`config.mk`:
```
export PLATFORM = sky130hd
export DESIGN_NAME = argmax_classify
export DESIGN_NICKNAME = d
export VERILOG_FILES = /design/src/rtl/argmax_classify.sv
export SDC_FILE = /design/constraint.sdc
export NUM_CORES = 1
export LEC_CHECK = 0
export ABC_CLOCK_PERIOD_IN_PS = 2900
export BUFFER_PORTS_ARGS = -buffer_cell sky130_fd_sc_hd__buf_2
export CORE_MARGIN = 2
export CORE_UTILIZATION = 45
export DETAILED_ROUTE_END_ITERATION = 12
export PLACE_DENSITY = 0.78
export RECOVER_POWER = 50
export SYNTH_ARGS = -nofsm -noshare
export SYNTH_HDL_FRONTEND = slang
export SYNTH_SLANG_ARGS = --single-unit
```
`constraint.sdc`:
```
create_clock -name clk -period 2.9 [get_ports clk]
set_input_delay 0.29 -clock clk [delete_from_list [all_inputs] [get_ports clk]]
set_output_delay 0.29 -clock clk [all_outputs]
set_load 0.02 [all_outputs]
```
`src/rtl/argmax_classify.sv`:
```
// argmax_classify: final LeNet stage. Scans OUTPUT_NODE signed fc2 scores,
// one per clock, and reports the winning class index and its score through
// an argmax_en / argmax_finish handshake.
// Optional feature macro: ARGMAX_MARGIN_EN adds the second-best tracker and
// the margin output (best minus second-best).
module argmax_classify #(
  parameter int OUTPUT_NODE = 10,
  parameter int DATA_SIZE   = 8,
  parameter int IDX_W       = 4
) (
  input  logic                             clk,
  input  logic                             rst,
  input  logic                             argmax_en,
  input  logic [DATA_SIZE*OUTPUT_NODE-1:0] result,
  output logic [IDX_W-1:0]                 class_id,
  output logic [DATA_SIZE-1:0]             max_score,
`ifdef ARGMAX_MARGIN_EN
  output logic [DATA_SIZE:0]               margin,
`endif
  output logic                             argmax_finish
);

  // Padded to a power of two so that any idx value selects a defined slot.
  localparam int NSLOT = 2 ** IDX_W;
  localparam logic [IDX_W-1:0] LAST_IDX = IDX_W'(OUTPUT_NODE - 1);

  typedef enum logic [1:0] {
    S_IDLE = 2'd0,
    S_SCAN = 2'd1,
    S_DONE = 2'd2
  } state_t;

  state_t                           state_q, state_d;
  logic [DATA_SIZE*OUTPUT_NODE-1:0] shadow_q, shadow_d;
  logic [IDX_W-1:0]                 idx_q, idx_d;
  logic signed [DATA_SIZE-1:0]      best_q, best_d;
  logic [IDX_W-1:0]                 best_idx_q, best_idx_d;
  logic [IDX_W-1:0]                 class_id_q, class_id_d;
  logic [DATA_SIZE-1:0]             max_score_q, max_score_d;
  logic                             finish_q, finish_d;
`ifdef ARGMAX_MARGIN_EN
  logic signed [DATA_SIZE-1:0]      second_q, second_d;
  logic [DATA_SIZE:0]               margin_q, margin_d;
  logic signed [DATA_SIZE-1:0]      new_second;
`endif

  logic signed [DATA_SIZE-1:0]      node_s [NSLOT];
  logic signed [DATA_SIZE-1:0]      cur_node;
  logic signed [DATA_SIZE-1:0]      live_node0;
  logic signed [DATA_SIZE-1:0]      new_best;
  logic [IDX_W-1:0]                 new_idx;
  logic                             take_new;

  // Unpack the captured score vector; node 0 sits in the most significant slice.
  generate
    for (genvar gi = 0; gi < NSLOT; gi++) begin : g_node
      if (gi < OUTPUT_NODE) begin : g_real
        assign node_s[gi] = shadow_q[DATA_SIZE*(OUTPUT_NODE-gi)-1 -: DATA_SIZE];
      end else begin : g_pad
        assign node_s[gi] = '0;
      end
    end
  endgenerate

  assign live_node0 = result[DATA_SIZE*OUTPUT_NODE-1 -: DATA_SIZE];
  assign cur_node   = node_s[idx_q];

  // Compare step: strict greater-than so ties keep the lower index.
  always_comb begin
    take_new = (cur_node > best_q);
    new_best = best_q;
    new_idx  = best_idx_q;
    if (take_new) begin
      new_best = cur_node;
      new_idx  = idx_q;
    end
`ifdef ARGMAX_MARGIN_EN
    new_second = second_q;
    if (take_new) begin
      new_second = best_q;
    end else if (cur_node > second_q) begin
      new_second = cur_node;
    end
`endif
  end

  // Next-state and register-update logic for the scan controller.
  always_comb begin
    state_d     = state_q;
    shadow_d    = shadow_q;
    idx_d       = idx_q;
    best_d      = best_q;
    best_idx_d  = best_idx_q;
    class_id_d  = class_id_q;
    max_score_d = max_score_q;
    finish_d    = finish_q;
`ifdef ARGMAX_MARGIN_EN
    second_d    = second_q;
    margin_d    = margin_q;
`endif
    case (state_q)
      S_IDLE: begin
        if (argmax_en) begin
          shadow_d   = result;
          best_d     = live_node0;
          best_idx_d = '0;
          idx_d      = IDX_W'(1);
          finish_d   = 1'b0;
`ifdef ARGMAX_MARGIN_EN
          second_d   = {1'b1, {(DATA_SIZE-1){1'b0}}};
`endif
          state_d    = S_SCAN;
        end
      end
      S_SCAN: begin
        if (!argmax_en) begin
          // Aborted job: no result is published.
          finish_d = 1'b0;
          state_d  = S_IDLE;
        end else begin
          best_d     = new_best;
          best_idx_d = new_idx;
`ifdef ARGMAX_MARGIN_EN
          second_d   = new_second;
`endif
          if (idx_q == LAST_IDX) begin
            class_id_d  = new_idx;
            max_score_d = new_best;
`ifdef ARGMAX_MARGIN_EN
            margin_d    = {new_best[DATA_SIZE-1], new_best}
                        - {new_second[DATA_SIZE-1], new_second};
`endif
            finish_d    = 1'b1;
            state_d     = S_DONE;
          end else begin
            idx_d = idx_q + IDX_W'(1);
          end
        end
      end
      S_DONE: begin
        if (!argmax_en) begin
          finish_d = 1'b0;
          state_d  = S_IDLE;
        end
      end
      default: begin
        finish_d = 1'b0;
        state_d  = S_IDLE;
      end
    endcase
  end

  // State and datapath registers with synchronous reset.
  always_ff @(posedge clk) begin
    if (rst) begin
      state_q     <= S_IDLE;
      shadow_q    <= '0;
      idx_q       <= '0;
      best_q      <= '0;
      best_idx_q  <= '0;
      class_id_q  <= '0;
      max_score_q <= '0;
      finish_q    <= 1'b0;
`ifdef ARGMAX_MARGIN_EN
      second_q    <= '0;
      margin_q    <= '0;
`endif
    end else begin
      state_q     <= state_d;
      shadow_q    <= shadow_d;
      idx_q       <= idx_d;
      best_q      <= best_d;
      best_idx_q  <= best_idx_d;
      class_id_q  <= class_id_d;
      max_score_q <= max_score_d;
      finish_q    <= finish_d;
`ifdef ARGMAX_MARGIN_EN
      second_q    <= second_d;
      margin_q    <= margin_d;
`endif
    end
  end

  assign class_id      = class_id_q;
  assign max_score     = max_score_q;
  assign argmax_finish = finish_q;
`ifdef ARGMAX_MARGIN_EN
  assign margin        = margin_q;
`endif

endmodule

```
==> qor.csv <==
stage,metric,value,unit
run_status,outcome,finished with violations,
run_status,failed_checks,setup timing,
drt,detail-route-antenna-nets,0,
global_routing,grt_overflow_total,0,
logic_synthesis,ys_seq_elements,110,
die,rows,38,
logic_synthesis,syn_area,5130,µm²
drt,drtIter0Drc,269,
worst_setup_path,worst-setup-path-type,reg -> reg,
logic_synthesis,synth_top_area_share,42.9,%
cells_and_area,n_antenna_cell,0,
sta,slew_viol_final,0,
die,dieArea,12300,µm²
logic_synthesis,synthXorXnorAreaFrac,0.171,%
cells_and_area,syn_to_final_growth,25.4,%
global_routing,grt_pass1_wl,23.0,mm
sta,hold_violations,0,
logic_synthesis,synth_area_leader_cell,dfxtp_1,
sta,clock.fmax,329,MHz
clock_network,h-tree-depth,3,
pwr,irDropWorstVdd,393,µV
cells_and_area,fillers,966,
logic_synthesis,syn_inst,624,
place,hpwl,9.81,mm
drt,drc,0,
sta,setup_ws,-0.140,ns
logic_synthesis,synth_edf_count,0,
logic_synthesis,synthTopCellsByArea,"dfxtp_1 (43%), nand2_1 (12%), a21oi_1 (8.1%)",
clock_network,cts_root_buf,clkbuf_16,
logic_synthesis,synth_top_family_by_area,simple AND/OR/NAND/NOR gates,
sta,rsz0062_at_grt,true,
logic_synthesis,syn-num-nets,717,
drt,vias,4986,
clock_network,insertion_delay,0.36,ns
place,place_ws,-0.160,ns
global_routing,grt.met1_usage,30.6,%
pwr,power,3.63,mW
global_routing,met3_usage,5.03,%
die,core_area,11000,µm²
sta,finClkSkew,0.0130,ns
place,place_congestion,0.941,
sta,slew_headroom,40.8,%
logic_synthesis,muxShareOfSynthArea,8.61,%
logic_synthesis,synth.most_common_cell,nand2_1,
clock_network,cts_tree,done,
drt,post_drt_wl_per_cell,16.4,µm
hold_path,hp-start,result[27],
worst_setup_path,cp-startpoint,idx_q[0],
logic_synthesis,synth_area_per_cell,8.22,µm²
worst_setup_path,arrival,3.32,ns
sta,timing.final.setup_violations,24,
worst_setup_path,worstPathRequired,3.18,ns
drt,drt-vias-per-instance,5.70,
global_routing,grt_usage,22.8,%
place,port-buffer-count,95,
hold_path,min_path_type,in -> reg,
global_routing,grt_busiest_layer,met2,
sta,tightest_slew,0.888,ns
worst_setup_path,timing.rr.start,idx_q[0],
clock_network,clock_path_buffers,2,
clock_network,holdBufCountCts,0,
run,drv_cap,0,
pwr,leakagePower,2.52,nW
global_routing,grt_pass1_vias,4707,
die,num_io_pins,96,
worst_setup_path,cp-start-kind,flop,
sta,period_needed,3.04,ns
global_routing,grt_start_max_net_pins,88,
sta,fin_setup_tns,-2.77,ns
clock_network,cts_sinks,110,
clock_network,cts_buffers,9,
clock_network,clk_pin_slew,0.09,ns
worst_setup_path,cp_max_fo,12,
logic_synthesis,synth-compound-area-share,19.2,%
die,die_w,111,µm
logic_synthesis,synthDistinctLibCells,48,
sta,period_share,105,%
worst_setup_path,cp-end-kind,flop,
drt,wl,14.3,mm
pwr,pwr_density_cell,565,nW/µm²
die,initial_core_util,46.7,%
cells_and_area,nets,822,
die,die_h,111,µm
logic_synthesis,synth-seq-area-share,42.9,%
logic_synthesis,synth_ff_type,dfxtp_1,
logic_synthesis,synthAdderAreaFrac,2.44,%
drt,first_pass_iters,5,
logic_synthesis,synthArstFlopShare,0,%
cells_and_area,final_layout_size_suffix_gt1_share,25.9,%
global_routing,grt_use_met2,35.7,%
logic_synthesis,synth-simple-area-share,21.6,%
logic_synthesis,synth_common_cells,"nand2_1 (169), dfxtp_1 (110), a21oi_1 (83)",
global_routing,antenna_found_initial,0,
logic_synthesis,ys_warn_count,0,
==> cells in the final DEF, fill, tap and decap left out, types with 5 or more instances in the layout <==
cell type,count
o22ai_1,6
a211oi_1,8
buf_2,81
inv_1,11
nand3b_1,8
clkbuf_16,9
clkbuf_1,14
buf_4,45
nor3_1,20
a31oi_1,5
mux2_2,8
nand4_1,6
ha_1,8
nand2_1,168
dfxtp_1,108
o211ai_1,9
nor2_1,14
o311a_1,8
mux4_2,5
a221o_1,6
a21oi_1,83
a211o_1,7
nand3_1,17
mux2i_1,14
buf_6,5
==> sequential cells by signal, summed over array words and instances (netlist names) <==
name	flops
max_score	8
state_q	1
best_q	8
best_idx_q	4
shadow_q	80
argmax_finish	1
idx_q	4
class_id	4
==> worst paths after layout <==
kind              endpoint  slack [ns]  cells past startpoint
max          best_idx_q[2]       -0.14                     11
min           shadow_q[27]        0.16                      3
max reg2reg  best_idx_q[2]       -0.14                     11
min reg2reg   shadow_q[40]        0.45                      2
==> critical path, cell delays in order (launching register included) <==
cell	delay, ns
dfxtp_4	0.40
buf_6	0.14
mux4_2	0.50
a221o_1	0.40
ha_2	0.18
a21o_1	0.19
a2111oi_4	0.38
buf_4	0.17
or2_4	0.18
buf_8	0.15
nand4_1	0.10
a31oi_1	0.18
==> layout make-up <==
class	instances	area [µm²]	share of cell area (%)
inverter	11	41.3	0.642
clock buffer	9	225	3.50
sequential	110	2210	34.3
timing repair buffer	147	887	13.8
clock inverter	7	75.1	1.17
multi-input combinational	450	2820	43.9
tap	140	175	2.72
==> logic make-up after synthesis <==
logic type | after synthesis
mux | 32
buf+inv | 64
simple gates | 255
xor+xnor | 1
compound gates | 152
flops | 110
fa+ha+maj | 10
==> where the power goes <==
group	internal, mW	switching [mW]	leakage [nW]	total [mW]
combinational	0.332	0.416	1.47	0.749
sequential	1.59	0.0515	0.903	1.64
clock	0.613	0.634	0.148	1.25
==> routing by layer <==
layer	up-vias	share of wire [%]
met4	0	2.6
met5	-	0
li1	2410	-
met2	205	46
met3	30	6.1
met1	2341	45
==> what timing repair did <==
action,4_1_cts,5_1_grt
gates resized for setup,13,20
endpoints found under the setup margin,24,24
pin swaps,6,22
setup buffers,8,8
==> per-stage QoR <==
| step | util (%) | cell area, µm² | hold WS (ns) | std cells |
|---|---|---|---|---|
| global placement | 53.6 | 5890 | 0.439 | 842 |
| detailed placement | 53.6 | 5890 | 0.444 | 842 |
| finish | 58.6 | 6440 | 0.156 | 874 |
| CTS | 57.3 | 6290 | 0.157 | 866 |
| global route | 58.6 | 6440 | 0.159 | 874 |
| floorplan | - | 5180 | 0.426 | 624 |
No activity file was read; power rests on OpenSTA's default activity.
